==> src/rtl/hack_cpu.sv <==
// Hack-architecture 16-bit CPU core: instruction decode, A/D/PC registers and the Hack ALU.
// Single-cycle: every instruction (A or C) retires on the rising edge that follows its fetch.
module hack_cpu (
    input  logic        clk,
    input  logic        reset,
    input  logic [15:0] inM,
    input  logic [15:0] instruction,
    output logic [15:0] outM,
    output logic [14:0] addressM,
    output logic [14:0] PC,
    output logic        writeM,
    output logic [6:0]  control_word
);

    typedef struct packed {
        logic       is_c;
        logic [1:0] spare;
        logic       a;
        logic       zx;
        logic       nx;
        logic       zy;
        logic       ny;
        logic       f;
        logic       no;
        logic       dest_a;
        logic       dest_d;
        logic       dest_m;
        logic       j_lt;
        logic       j_eq;
        logic       j_gt;
    } c_instr_t;

    c_instr_t    ci;
    logic [15:0] a_reg;
    logic [15:0] d_reg;
    logic [14:0] pc_reg;

    logic [15:0] alu_x;
    logic [15:0] alu_y;
    logic [15:0] alu_f;
    logic [15:0] alu_out;
    logic        zr;
    logic        ng;
    logic        jump;
    logic        unused_spare;

    assign ci           = c_instr_t'(instruction);
    assign unused_spare = ^ci.spare;

    // NOTE: every signal written in this block gets a value before any condition,
    // so no path leaves it unassigned and no latch is inferred.
    always_comb begin
        alu_x = d_reg;
        alu_y = ci.a ? inM : a_reg;
        if (ci.zx) alu_x = '0;
        if (ci.nx) alu_x = ~alu_x;
        if (ci.zy) alu_y = '0;
        if (ci.ny) alu_y = ~alu_y;
        alu_f   = ci.f ? (alu_x + alu_y) : (alu_x & alu_y);
        alu_out = ci.no ? ~alu_f : alu_f;
    end

    assign zr   = (alu_out == 16'h0000);
    assign ng   = alu_out[15];
    assign jump = ci.is_c & ((ci.j_lt & ng) | (ci.j_eq & zr) | (ci.j_gt & ~ng & ~zr));

    assign outM         = alu_out;
    assign addressM     = a_reg[14:0];
    assign PC           = pc_reg;
    assign writeM       = ci.is_c & ci.dest_m & ~reset;
    assign control_word = ci.is_c ? instruction[12:6] : 7'b0;

    // NOTE: non-blocking assignments make every register read its pre-edge value,
    // so a jump in the same cycle as an A load still targets the old A.
    always_ff @(posedge clk) begin
        if (reset) begin
            a_reg  <= '0;
            d_reg  <= '0;
            pc_reg <= '0;
        end else begin
            if (!ci.is_c) begin
                a_reg <= instruction;
            end else if (ci.dest_a) begin
                a_reg <= alu_out;
            end
            if (ci.is_c && ci.dest_d) begin
                d_reg <= alu_out;
            end
            pc_reg <= jump ? a_reg[14:0] : pc_reg + 15'd1;
        end
    end

endmodule

==> config.mk <==
export PLATFORM = sky130hd
export DESIGN_NAME = hack_cpu
export DESIGN_NICKNAME = d
export VERILOG_FILES = /design/src/rtl/hack_cpu.sv
export SDC_FILE = /design/constraint.sdc
export NUM_CORES = 1
export LEC_CHECK = 0
export ABC_AREA = 1
export CAP_MARGIN = 0
export CORE_UTILIZATION = 40
export CTS_CLUSTER_SIZE = 25
export DETAILED_ROUTE_END_ITERATION = 10
export GPL_TIMING_DRIVEN = 0
export PLACE_DENSITY = 0.64
export SYNTH_ARGS = -nofsm -noshare
export SYNTH_HDL_FRONTEND = slang
export SYNTH_SLANG_ARGS = --single-unit
==> constraint.sdc <==
create_clock -name clk -period 7.6 [get_ports clk]
set_clock_uncertainty 0.15 [all_clocks]
set_input_delay 2.28 -clock clk [delete_from_list [all_inputs] [get_ports clk]]
set_output_delay 2.28 -clock clk [all_outputs]
set_load 0.01 [all_outputs]
* Yosys cells after proc, flatten, opt, wreduce, memory -nomap -nowiden *
Index checks and enable logic that the tools add are counted.
W data, S select, Z words.

storage, ports and cells
  flip-flop bits (word level) = 47
  input bits = 34
  output and inout port bits = 54
  logic and storage cells = 38

cells by class
  add/subtract/negate cells = 2
  eq/ne operators = 1
  mux-type cells = 11
  bitwise operators = 17
  reductions and logical operators = 3

operators by type and width
  operator                 count
  $mux W16                 7
  $not A16 Y16             3
  $mux W15                 3
  $add A16 B16 Y16         1
  $and A16 B16 Y16         1
  $logic_not A16 Y1        1
  $add A15 B1 Y15 const B  1
  $and A1 B1 Y1            7
  $mux W7                  1
  $not A1 Y1               4
  $ne A2 B2 Y1 const B     1
  $or A1 B1 Y1             2
  $reduce_or A2 Y1         1
  $logic_and A1 B1 Y1      1

* Depth between registers and ports, before layout *
  word-level depth = 14
  gate-level depth with buffers = 27
  depth with buffers taken out = 25

* Worst setup path after synthesis *
Ideal clock, no wire load.

  path kind = input port to output port
  from = input instruction[10]
  to = output outM[15]
  arrival = 4.588 ns
  data required time = 5.170 ns
  setup slack = 0.582 ns
  cell stages on the path = 16
  buffers on the path = 2
  cell sequence = clkbuf_1 -> clkbuf_1 -> xor2_1 -> inv_1 -> ha_1 -> nand2_2 -> inv_1 -> nand2_1 -> nand2_1 -> a21oi_1 -> nand2_2 -> nand2_1 -> nand3_1 -> nand3_1 -> nand2_2 -> inv_1

between the ends
  word-level cells in the longest chain between the ends = 5
  elaborated cells on any way between the ends = 6
  those cells by class = add/sub (1); mux (3); bitwise (2)

ends and longest elaborated chain
  item                                                         RTL line  text
  from (decl)                                                  7         input logic [15:0] instruction,
  $mux W16 (*)                                                 56        if (ci.nx) alu_x = ~alu_x;
  $add A16 B16 Y16 / $and A16 B16 Y16 (equally long branches)  59        alu_f = ci.f ? (alu_x + alu_y) : (alu_x & alu_y);
  $mux W16 (*)                                                 59
  $not A16 Y16                                                 60        alu_out = ci.no ? ~alu_f : alu_f;
  $mux W16 (*)                                                 60
  to (decl)                                                    8         output logic [15:0] outM,

Every way passes the cells marked *; elsewhere a longest branch is shown, timed or not.

* Worst setup path after layout *
  from = input instruction[12]
  to = output outM[10]

between the ends
  word-level cells in the longest chain between the ends = 8
  elaborated cells on any way between the ends = 9
  those cells by class = add/sub (1); mux (5); bitwise (3)

ends and longest elaborated chain
  item                                                         RTL line  text
  $mux W16 (*)                                                 54        alu_y = ci.a ? inM : a_reg;
  $mux W16 (*)                                                 57        if (ci.zy) alu_y = '0;
  $not A16 Y16                                                 58        if (ci.ny) alu_y = ~alu_y;
  $mux W16 (*)                                                 58
  $add A16 B16 Y16 / $and A16 B16 Y16 (equally long branches)  59
  $mux W16 (*)                                                 59
  $not A16 Y16                                                 60
  $mux W16 (*)                                                 60

Marks and branches as above.

==> flow_summary_export.csv <==
group,metric,value,unit
layout,fin_util,52.7,%
worst_setup_path,path_max_fanout,10,
synth,synth.avg_cell_area,6.01,sq um
clocking,clkLatencyLatePin,0.30,ns
worst_setup_path,critical_path.cell_chain,"clkdlybuf4s15_2 > inv_2 > clkbuf_4 > a21oi_1 > o21ai_0 > xor2_1 > ha_2 > fa_2 > nand2_2 > nand2_1 > nand3_1 > nand2_2 > nand2_1 > nand2_1 > nand2_1 > nand3_1 > nand3_1 > nand2_2 > inv_2 > clkdlybuf4s15_1",
clocking,cts_tree,"built",
sta,final_max_slew_viol_count,0,
worst_setup_path,reg2reg_to,"PC[0]",
floorplanning,die_h,111,um
sta,min_period_over_period,98.1,%
worst_setup_path,cp.arrival,5.03,ns
synth,synth.distinct_cells,33,
grt,track_usage,23.8,%
pwr,powerDensity,178,nW/um^2
layout,nets,937,
worst_setup_path,crit_top_cell,"nand2_1",
floorplanning,pin_count,88,
worst_setup_path,cp_top_family,"simple AND/OR/NAND/NOR gates",
pwr,ir_worst_vdd,0.0964,mV
synth,synthXorXnorAreaFrac,9.24,%
worst_setup_path,cp_slowest_stage_delay,0.35,ns
floorplanning,core,11500,sq um
sta,rsz0062_at_grt,"false",
grt,grt_pass1_vias,4574,
pwr,p_leak,3.06,nW
layout,final_area,6040,sq um
clocking,cts_buffer_depth,2,
route,wire_per_inst,14.3,um
synth,synthAdderAreaFrac,4.92,%
synth,synth_ff_type,"dfxtp_1",
placed_design,placed_area,5730,sq um
synth,ys_seq_area_share,19.9,%
grt,grt_pass1_wl,23.5,mm
floorplanning,start_util,41.2,%
hold_path,hold_class,"reg2reg",
grt,antenna_found_initial,0,
run,maxCapViolations,0,
worst_setup_path,reg2regPathDepth,24,
grt,gr-total-overflow,0,
sta,hold_viol_final,0,
worst_setup_path,crit_required,5.17,ns
route,firstDrtPassIters,5,
placed_design,io_buffers,82,
sta,hold_ws,0.356,ns
placed_design,gp_congestion,0.891,
route,drt-initial-drc-count,351,
floorplanning,dieArea,12300,sq um
pwr,finalPower,1.08,mW
sta,tightestPinTransition,0.700,ns
layout,regArea,941,sq um
route,routed_wl,14.8,mm
sta,layout_min_cycle_time,7.46,ns
worst_setup_path,cp.depth,20,
synth,netlist_instances,787,
route,ant_nets,0,
grt,grt_start_max_net_pins,15,
synth,synth_top_area_share,19.9,%
synth,synthSimpleGateAreaFrac,37.1,%
worst_setup_path,critPathSlowestCell,"fa_2",
layout,diodes,0,
clocking,htreeDepth,2,
synth,async_reset_ff_share,0,%
route,via_count,5097,
clocking,path_clk_slew,0.06,ns
synth,synth_edf_count,0,
worst_setup_path,path_buf_inv,5,
sta,finalSetupViolCount,0,
worst_setup_path,path_class,"in2out",
synth,synth_compound_area_share,11.2,%
sta,maxSlewHeadroom,53.3,%
clocking,clock_sinks,47,
synth,ys_warn_count,0,
floorplanning,chipWidth,111,um
layout,drive_above_1_share,13.9,%
layout,multiInputGateArea,3010,sq um
worst_setup_path,reg2reg_from,"a_reg[1]",
synth,yosys-top-cells-area,"dfxtp_1, nand2_1, inv_1",
worst_setup_path,cp-start-kind,"input port",
route,route.detailed.drc,0,
synth,ys_seq_elements,47,
worst_setup_path,end_kind,"output pin",
worst_setup_path,crit_path_start,"instruction[12]",
synth,synth_top_family_by_area,"simple AND/OR/NAND/NOR gates",
sta,setup-tns-final,0,ns
synth,mappedNetlistNets,839,
placed_design,dp_hpwl,11.7,mm
clocking,root_buffer,"clkbuf_16",
layout,area_delta_synth_final,27.7,%
floorplanning,rows,39,
status,status,"finished, final reports clean",
synth,synthMuxAreaShare,0,%
clocking,cts_buffers,5,
worst_setup_path,regToRegSetupSlack,4.05,ns
synth,synth_top_cell_by_area,"dfxtp_1",
route,viasPerCell,4.95,
worst_setup_path,crit_end,"outM[10]",
sta,fmax,0.134,GHz
layout,nFillCells,1195,
synth,synth.cell_area,4730,sq um
-- worst min path at each step --
| stage | from | to | slack [ns] | depth (start not counted) |
|---|---|---|---|---|
| floorplan | d_reg[10] | d_reg[10] | 0.32 | 2 |
| global placement | d_reg[14] | d_reg[14] | 0.33 | 2 |
| detailed placement | d_reg[14] | d_reg[14] | 0.33 | 2 |
| CTS | d_reg[14] | d_reg[14] | 0.35 | 2 |
| global route | d_reg[13] | d_reg[13] | 0.38 | 2 |
| finish | d_reg[12] | d_reg[12] | 0.36 | 2 |
-- cell type report --
type	count	share of cell area, %
Buffer	49	5.47
Clock buffer	7	2.53
Clock inverter	1	0.124
Inverter	139	8.77
Multi-Input combinational cell	552	49.8
Sequential cell	47	15.6
Tap cell	143	2.96
Timing Repair Buffer	91	14.8
-- per-stage QoR --
| step | cells | worst slack [ns] |
|---|---|---|
| final | 1029 | 0.142 |
| after floorplan | 787 | 0.582 |
| after CTS | 1023 | 0.00117 |
| after global routing | 1029 | 0.00584 |
| after detailed placement | 1012 | -0.823 |
| after global placement | 1012 | -0.811 |
-- worst min-delay path: stages (launching register included) --
cell	delay, ns
dfxtp_1	0.33
o211ai_1	0.10
inv_1	0.05
-- cell usage in the layout, fill, tap and decap left out, types with 13 or more instances in the layout --
cell	Yosys	final
xor2_1	46	46
nand3_2	17	17
nand3_1	67	67
ha_1	17	13
dfxtp_1	47	47
o211ai_1	14	14
nand2_2	14	20
clkdlybuf4s50_1	0	67
buf_4	17	27
a21oi_1	39	37
inv_1	132	128
a31oi_1	14	14
nand2_1	233	227
nor2_1	39	37
o21ai_0	24	23
-- logic make-up after synthesis --
kind of cell / after synthesis
XOR/XNOR: 49
AND/OR/NAND/NOR: 392
buffers and inverters: 188
flip-flops: 47
AO/OA/AOI/OAI: 93
adder cells (fa/ha/maj): 18
-- per-layer routing --
layer | part of all wire [%] | GRT usage, % | wire length [um] | up-vias
li1 | - | - | - | 2636
met1 | 50 | 34.3 | 7320 | 2290
met2 | 44 | 38.3 | 6440 | 157
met3 | 5.6 | 3.01 | 827 | 14
met4 | 1.1 | 3.56 | 157 | 0
met5 | 0 | 0 | 0 | -
-- timing repair --
action                                  in CTS  in global routing
pin swaps                                    4                 11
cloned                                       0                  0
buffers inserted                             3                  6
resized for setup                           32                 25
hold buffers                                 0                  0
endpoints found under the setup margin      15                 11
-- power by group --
part / total (mW) / leakage [nW] / switching (mW) / internal (mW)
sequential: 0.286 / 0.388 / 0.0168 / 0.270
clock: 0.242 / 0.0761 / 0.102 / 0.140
combinational: 0.548 / 2.59 / 0.320 / 0.228
total: 1.08 / 3.06 / 0.439 / 0.638
-- Yosys cell counts (2+ instances only) --
master / instances
inv_1: 132
nand4_1: 6
buf_2: 4
nor2_2: 3
nor2_1: 39
o211ai_1: 14
clkbuf_1: 15
buf_1: 6
a21oi_1: 39
nand2_1: 233
nor3_1: 4
buf_4: 17
nand3_1: 67
nand3_2: 17
buf_6: 7
xnor2_1: 2
ha_1: 17
nand2_2: 14
o21ai_0: 24
dfxtp_1: 47
and2_1: 3
a31oi_1: 14
xor2_1: 46
or2_2: 3
inv_2: 6
(Power assumes the default switching activity.)
